===== config.mk =====
export PLATFORM = sky130hd
export DESIGN_NAME = uart_rx
export DESIGN_NICKNAME = d
export VERILOG_FILES = /design/src/rtl/uart_pkg.sv /design/src/rtl/uart_baud_tick.sv /design/src/rtl/uart_rx.sv
export SDC_FILE = /design/constraint.sdc
export NUM_CORES = 1
export LEC_CHECK = 0
export BUFFER_PORTS_ARGS = -buffer_cell sky130_fd_sc_hd__buf_2
export CAP_MARGIN = 20
export CORE_MARGIN = 2
export CORE_UTILIZATION = 45
export CTS_CLUSTER_DIAMETER = 50
export DETAILED_ROUTE_END_ITERATION = 12
export SKIP_LAST_GASP = 1
export SYNTH_ARGS = -nofsm -noshare
export SYNTH_HDL_FRONTEND = slang
export SYNTH_SLANG_ARGS = --single-unit

===== constraint.sdc =====
create_clock -name clk -period 5.5 [get_ports clk]
set_input_delay 0.55 -clock clk [delete_from_list [all_inputs] [get_ports clk]]
set_output_delay 0.55 -clock clk [all_outputs]
set_load 0.01 [all_outputs]

===== src/rtl/uart_pkg.sv =====
// -----------------------------------------------------------------------------
// uart_pkg
// Types and helpers shared by the UART receiver and the future transmitter.
//   uart_state_t : deframing FSM states (IDLE, START, DATA, STOP)
//   UART_OVS     : oversampling factor of the receiver (fixed at 16)
//   baud_div()   : rounded clock divider for a given clock, baud and OVS
// -----------------------------------------------------------------------------
package uart_pkg;

   localparam int UART_OVS = 16;

   typedef enum logic [1:0] {
      IDLE  = 2'd0,
      START = 2'd1,
      DATA  = 2'd2,
      STOP  = 2'd3
   } uart_state_t;

   // Rounded divide of clk_freq by (baud * ovs), never below 1.
   function automatic int baud_div(input int clk_freq, input int baud, input int ovs);
      int d;
      d = (clk_freq + (baud * ovs) / 2) / (baud * ovs);
      if (d < 1) d = 1;
      return d;
   endfunction

endpackage


===== src/rtl/uart_baud_tick.sv =====
// -----------------------------------------------------------------------------
// uart_baud_tick
// Free-running divider producing a one-cycle tick every DIV clocks.
//   clk   in  system clock
//   reset in  asynchronous active-high reset
//   tick  out high for one cycle when the counter wraps (always high if DIV=1)
// -----------------------------------------------------------------------------
module uart_baud_tick #(
   parameter int DIV = 1
) (
   input  logic clk,
   input  logic reset,
   output logic tick
);

   localparam int            CW   = (DIV > 1) ? $clog2(DIV) : 1;
   localparam logic [CW-1:0] LAST = CW'(DIV - 1);

   logic [CW-1:0] cnt;

   // NOTE: sequential state uses non-blocking assignments so every flop
   // samples the pre-edge values, independent of statement order.
   always_ff @(posedge clk or posedge reset) begin
      if (reset)             cnt <= '0;
      else if (cnt == LAST)  cnt <= '0;
      else                   cnt <= cnt + CW'(1);
   end

   assign tick = (cnt == LAST);

endmodule


===== src/rtl/uart_rx.sv =====
// -----------------------------------------------------------------------------
// uart_rx
// 8N1 serial receiver, 16x oversampled, feeding the peripheral RX registers.
//   clk       in  system clock
//   reset     in  asynchronous active-high reset
//   rx        in  asynchronous serial line, idle high
//   rx_data   out last correctly framed byte, held until the next good byte
//   rx_status out one-cycle pulse, rx_data has just been updated
//   frame_err out one-cycle pulse, stop bit sampled low, byte discarded
// -----------------------------------------------------------------------------
module uart_rx
   import uart_pkg::*;
#(
   parameter int CLK_FREQ = 50_000_000,
   parameter int BAUD     = 9600,
   parameter int OVS      = UART_OVS
) (
   input  logic       clk,
   input  logic       reset,
   input  logic       rx,
   output logic [7:0] rx_data,
   output logic       rx_status,
   output logic       frame_err
);

   localparam int DIV = baud_div(CLK_FREQ, BAUD, OVS);

   logic        tick;
   logic [1:0]  sync;
   logic        rxs;
   logic        prev;     // rxs at the previous tick, for start-edge detection
   uart_state_t state;
   logic [3:0]  sc;
   logic [2:0]  bi;
   logic [7:0]  sh;

   uart_baud_tick #(.DIV(DIV)) u_tick (
      .clk   (clk),
      .reset (reset),
      .tick  (tick)
   );

   // Two-flop synchronizer; resets to the idle (high) line level.
   always_ff @(posedge clk or posedge reset) begin
      if (reset) sync <= 2'b11;
      else       sync <= {sync[0], rx};
   end

   assign rxs = sync[1];

   always_ff @(posedge clk or posedge reset) begin
      if (reset) begin
         state     <= IDLE;
         prev      <= 1'b1;
         sc        <= '0;
         bi        <= '0;
         sh        <= '0;
         rx_data   <= '0;
         rx_status <= 1'b0;
         frame_err <= 1'b0;
      end else begin
         // Strobes default low so each one lasts exactly one clock.
         rx_status <= 1'b0;
         frame_err <= 1'b0;
         if (tick) begin
            // Tracked in every state: after a low stop bit prev stays 0 until
            // the line goes high, so a held-low break cannot retrigger.
            prev <= rxs;
            case (state)
               IDLE: begin
                  if (!rxs && prev) begin
                     state <= START;
                     sc    <= '0;
                  end
               end
               START: begin
                  if (sc == 4'd7) begin
                     if (!rxs) begin
                        state <= DATA;
                        sc    <= '0;
                        bi    <= '0;
                     end else begin
                        state <= IDLE;   // too short to be a start bit
                     end
                  end else begin
                     sc <= sc + 4'd1;
                  end
               end
               DATA: begin
                  sc <= sc + 4'd1;       // wraps 15 -> 0 at each bit centre
                  if (sc == 4'd15) begin
                     sh <= {rxs, sh[7:1]};
                     if (bi == 3'd7) state <= STOP;
                     else            bi    <= bi + 3'd1;
                  end
               end
               STOP: begin
                  sc <= sc + 4'd1;
                  if (sc == 4'd15) begin
                     if (rxs) begin
                        rx_data   <= sh;
                        rx_status <= 1'b1;
                     end else begin
                        frame_err <= 1'b1;
                     end
                     state <= IDLE;
                  end
               end
               default: state <= IDLE;
            endcase
         end
      end
   end

endmodule

Word-level counts from Yosys, hierarchy flattened
Index checks and enable logic that the tools add are counted.
{"block": "op_classes", "addsub": 3, "n_eq_ne": 15, "mux": 25, "n_reduce_logical": 10}
{"op": "$ne A2 B2 Y1 const B", "count": 7}
{"op": "$mux W2", "count": 6}
{"op": "$mux W3", "count": 4}
{"op": "$mux W4", "count": 3}
{"op": "$pmux W4 S3", "count": 1}
{"op": "$reduce_and A6 Y1", "count": 2}
{"op": "$add A9 B1 Y9 const B", "count": 1}
{"op": "$eq A9 B9 Y1 const B", "count": 1}
{"op": "$mux W9", "count": 1}
{"op": "$mux W1", "count": 8}
{"op": "$pmux W2 S4", "count": 1}
{"op": "$pmux W3 S2", "count": 1}
{"op": "$reduce_and A3 Y1", "count": 2}
{"op": "$add A4 B1 Y4 const B", "count": 1}
{"op": "$eq A2 B2 Y1 const B", "count": 2}
{"op": "$eq A4 B3 Y1 const B", "count": 1}
{"op": "$eq A4 B4 Y1 const B", "count": 1}
{"op": "$reduce_and A4 Y1", "count": 1}
{"op": "$add A3 B1 Y3 const B", "count": 1}
{"op": "$eq A3 B3 Y1 const B", "count": 1}
{"op": "$ne A3 B3 Y1 const B", "count": 1}
{"op": "$eq A2 B1 Y1 const B", "count": 1}
{"op": "$logic_not A2 Y1", "count": 1}
{"op": "$reduce_bool A2 Y1", "count": 1}
{"op": "3 further kinds", "count": 3}
{"block": "totals", "ff_bits": 39, "output_inout_bits": 10, "wordCells": 63}

Longest topological paths before layout
{"block": "logic_depth", "word_depth": 4, "ltp_mapped": 7, "mapped_depth_nobuf": 6}

Cells and area by module
Synthesis repeated with hierarchy kept, for this count alone.
{"block": "hier_totals", "hier_cells": 136, "hier_area_um2": 1741.7}
{"module": "uart_rx", "n_inst": 1, "cells_per_inst": 95, "area_per_inst_um2": 1320.0, "seq_area_each_um2": 754.5}
{"module": "uart_baud_tick", "n_inst": 1, "cells_per_inst": 41, "area_per_inst_um2": 421.7, "seq_area_each_um2": 225.2}

Least setup slack after synthesis
Ideal clock, no wire load.
{"block": "synth_path", "path_kind": "register to register", "from": "register sc[0]", "to": "register rx_data[0]", "setup_ps": 125, "t_arrival_ps": 1854, "path_slack_ps": 3521, "path_stages_with_launch": 7, "synth_period_minus_slack_ps": 1979, "path_cell_list": "dfrtp_1 -> ha_1 -> and2_1 -> clkbuf_1 -> nand2_1 -> nor4_4 -> mux2_2"}
{"block": "synth_via", "elab_chain_cells": 2}
{"item": "start, declared", "line": "uart_rx.sv:33", "rtl": "logic [3:0] sc;"}
{"item": "start signal, assigned", "line": "uart_rx.sv:86", "rtl": "sc <= sc + 4'd1;"}
{"item": "start signal, assigned", "line": "uart_rx.sv:90", "rtl": "sc <= sc + 4'd1;"}
{"item": "start signal, assigned", "line": "uart_rx.sv:98", "rtl": "sc <= sc + 4'd1;"}
{"item": "$eq A4 B4 Y1", "line": "uart_rx.sv:99", "rtl": "if (sc == 4'd15) begin"}
{"item": "$reduce_and A4 Y1 (no source line)"}
{"item": "end signal, assigned", "line": "uart_rx.sv:101", "rtl": "rx_data <= sh;"}
{"item": "end, declared", "line": "uart_rx.sv:21", "rtl": "output logic [7:0] rx_data,"}
No other way between the ends.
A chain may end at the register's enable or synchronous reset.

Worst setup path in the final report
{"block": "layout_path", "from": "register u_tick.cnt[1]", "to": "register rx_data[4]"}
{"block": "layout_via", "elab_chain_cells": 2}
{"item": "start, declared", "line": "uart_baud_tick.sv:19", "rtl": "logic [CW-1:0] cnt;"}
{"item": "start signal, assigned", "line": "uart_baud_tick.sv:26", "rtl": "else cnt <= cnt + CW'(1);"}
{"item": "$eq A9 B9 Y1", "line": "uart_baud_tick.sv:29", "rtl": "assign tick = (cnt == LAST);"}
{"item": "$reduce_and A4 Y1 (no source line)"}
No other way between the ends.

==> run_results.csv <==
group,metric,value,unit
status,status,"finished, final reports clean",
route,drtIter0Drc,91,
grt,gr-usage-all-layers,15.5,%
logic_synthesis,syn_nets,146,
logic_synthesis,synth_cells,138,
clock_tree,cts_tree,"built",
hold_path,hp-class,"reg -> reg",
pwr,p_sw,102,uW
job,cap_violations,0,
route,wirelength,2790,um
hold_path,hp-start,"sync[0]$_DFF_PP1_",
clock_tree,htree_levels,2,
logic_synthesis,syn_area,1720,um2
pwr,internal-power,378,uW
placement,routabilityCongestion,0.843,
worst_setup_path,crit_path_end_kind,"register",
worst_setup_path,reg2reg_depth,6,
clock_tree,cts_root_buffer,"clkbuf_8",
die,ios,13,
layout,nets,161,
worst_setup_path,required,5.67,ns
timing,period_share,40.5,%
clock_tree,cts_setup_buffers,0,
clock_tree,cts_inserted_buffers,5,
worst_setup_path,rrSetupSlack,3.27,ns
timing,rsz0062_at_grt,"no",
layout,final_layout_size_suffix_gt1_share,27.9,%
layout,fillers,325,
logic_synthesis,synth_edf_count,0,
logic_synthesis,ys_ff_latch,39,
pwr,leakagePower,0.000903,uW
timing,worstMarginPinSlew,0.881,ns
clock_tree,max-clock-path-buffers,2,
timing,hold_violations,0,
placement,placed_cells,194,
pwr,ir_drop,139,uV
placement,port_buffers,12,
clock_tree,cts_hold_buf,0,
logic_synthesis,ys_warn_count,0,
die,initial_core_util,46.9,%
worst_setup_path,start_kind,"register",
die,die_w,65.7,um
route,drc_errors,0,
pwr,sequentialPowerShare,60.1,%
timing,finalSetupViolations,0,
route,vias,1088,
grt,antenna_found_initial,0,
route,avgViaCountPerCell,5.39,
route,wl_per_cell,13.8,um
grt,grt_pass1_wl,5000,um
worst_setup_path,r2r-start,"u_tick.cnt[1]$_DFF_PP0_",
route,postRouteAntennaNets,0,
worst_setup_path,critPathKind,"reg -> reg",
pwr,p_per_area,252,nW/um2
timing,fin_tns_setup,0,ns
layout,final-instance-count-excl-fill,202,
grt,grt_pass1_vias,1126,
placement,post-dp-hpwl,1930,um
timing,fmax,0.449,GHz
die,die_height,65.7,um
worst_setup_path,slowest_stage,"nor4_4",
timing,clock_skew,0.00825,ns
hold_path,holdPathStages,0,
hold_path,holdPathEnd,"sync[1]$_DFF_PP1_",
die,rows,22,
worst_setup_path,r2r-end,"rx_data[4]$_DFFE_PP0P_",
timing,min_period,2.23,ns
clock_tree,clk_pin_slew_worst_paths,0.07,ns
placement,place_ws,3.26,ns
layout,diodes,0,
worst_setup_path,worst_ep_arrival_time,2.40,ns
worst_setup_path,path_max_fanout,10,
die,core_area,3660,um2
logic_synthesis,yosysSeqAreaShare,57.1,%
logic_synthesis,synth-async-reset-ratio,100,%
clock_tree,cts.sinks,39,
worst_setup_path,crit_path_cell_trace,"inv_1, ha_1, nand4b_1, nand2b_1, nor4_4, mux2_2",
die,die_area,4320,um2
pwr,power.total,480,uW
logic_synthesis,synth_cell_types,33,
logic_synthesis,avgSynthCellArea,12.4,um2
pwr,power.share.clock,38.4,%
worst_setup_path,slowest_delay,0.65,ns
timing,fin_ws,3.27,ns
grt,gr-total-overflow,0,
clock_tree,cts_resized,0,
logic_synthesis,synth_flop_cell,"dfrtp_1",
pwr,pwr-share-comb,1.5,%
clock_tree,worstSkewPairLatency,0.29,ns
pwr,switching_share,21.3,%
grt,grt_max_degree,40,
timing,slew_viol_final,0,
route,dr.pass1.iters,4,
layout,area_growth,10.9,%
timing,slew_headroom,41.2,%
## per-layer routing
| layer | global-route usage (%) | up-vias | share of wire (%) |
|---|---|---|---|
| met3 | 6.34 | 9 | 5.5 |
| met2 | 23.6 | 25 | 48 |
| met4 | 7.55 | 0 | 2.3 |
| met1 | 18.9 | 537 | 44 |
| met5 | 0 | - | 0 |
| li1 | - | 517 | - |
## cells in the mapped netlist (all sizes together), types with 2 or more instances
master  count  share of area [%]
nand3       7                2.0
a41oi       2                1.0
dfrtp      36                 53
nor4        3                2.0
xor2        3                1.5
a221o       2                1.2
o21ai       5                1.5
xnor2       4                2.0
nor2b       2               0.73
nand2b      2               0.73
inv         5                1.1
nand2       5                1.1
and2        2               0.73
dfstp       3                4.6
mux2       17                 11
nor4b       2                1.4
nor2       12                2.6
a21oi       3               0.88
clkbuf      4               0.88
a22o        2                1.0
and3        3                1.1
ha          5                3.6
## worst max-delay path, delay by kind of cell, from the launching register on
family,cells,cell delay (ns)
flip-flops,1,0.40
multiplexers,1,0.40
buffers and inverters,1,0.07
adder cells (fa/ha/maj),1,0.15
AND/OR/NAND/NOR,3,1.09
## cell type report
cell class              count  area [um2]  share of cell area, %
flip-flops and latches     39         980                   51.5
inverters                   5        18.8                  0.987
multi-input cells          89         691                   36.3
well taps                  48        60.1                   3.16
clock inverters             2        12.5                  0.658
clock buffers               6        72.6                   3.82
repair buffers             13        67.6                   3.55
## sequential cells by signal, indices dropped and copies added (netlist names), named ones only
| name | cells |
|---|---|
| prev | 1 |
| rx_data | 8 |
| sh | 8 |
| state | 1 |
| sync | 2 |
| rx_status | 1 |
| u_tick.cnt | 9 |
| frame_err | 1 |
| sc | 4 |
| bi | 3 |
## kinds of logic (layout without fill, tap and decap cells)
| group | after synthesis | count (layout) | share of synthesized area (%) |
|---|---|---|---|
| buf+inv | 10 | 26 | 2.63 |
| fa+ha+maj | 5 | 5 | 3.65 |
| simple gates | 41 | 41 | 13.9 |
| compound gates | 18 | 18 | 7.44 |
| flops | 39 | 39 | 57.1 |
| xor+xnor | 7 | 7 | 3.57 |
| mux | 18 | 18 | 11.7 |
## worst max path at each step
| stage | end | start |
|---|---|---|
| after global placement | rx_data[3]$_DFFE_PP0P_ | u_tick.cnt[1]$_DFF_PP0_ |
| after global routing | rx_data[4]$_DFFE_PP0P_ | u_tick.cnt[1]$_DFF_PP0_ |
| after detailed placement | rx_data[4]$_DFFE_PP0P_ | u_tick.cnt[1]$_DFF_PP0_ |
| final | rx_data[4]$_DFFE_PP0P_ | u_tick.cnt[1]$_DFF_PP0_ |
| after CTS | rx_data[4]$_DFFE_PP0P_ | u_tick.cnt[1]$_DFF_PP0_ |
| after floorplan | rx_data[0]$_DFFE_PP0P_ | sc[0]$_DFFE_PP0P_ |
## stage by stage
stage	hold WS, ns	util, %	cell area (um2)
global placement	0.347	49.6	1820
global route	0.338	51.9	1900
detailed placement	0.347	49.6	1820
floorplan	0.345	-	1720
finish	0.356	51.9	1900
CTS	0.341	51.9	1900
## cells in the final DEF (no fill, tap or decap), drive strengths merged, types with 3 or more instances in the layout
cell,synthesis,routed
xnor2,4,4
nand3,7,7
dfrtp,36,36
and3,3,3
mux2,17,17
dfstp,3,3
a21oi,3,3
xor2,3,3
nor4,3,3
nor2,12,12
inv,5,5
clkbuf,4,6
o21ai,5,5
buf,1,13
ha,5,5
nand2,5,5
## power groups by stage
stage / logic (uW) / clock network (uW) / registers [uW]
after floorplan: 4.74 / 0 / 294
after global placement: 7.39 / 0 / 294
after detailed placement: 7.61 / 0 / 294
after CTS: 7.60 / 194 / 289
after global routing: 8.51 / 208 / 289
final: 7.00 / 184 / 289
Power figures use the tool's default switching activity.
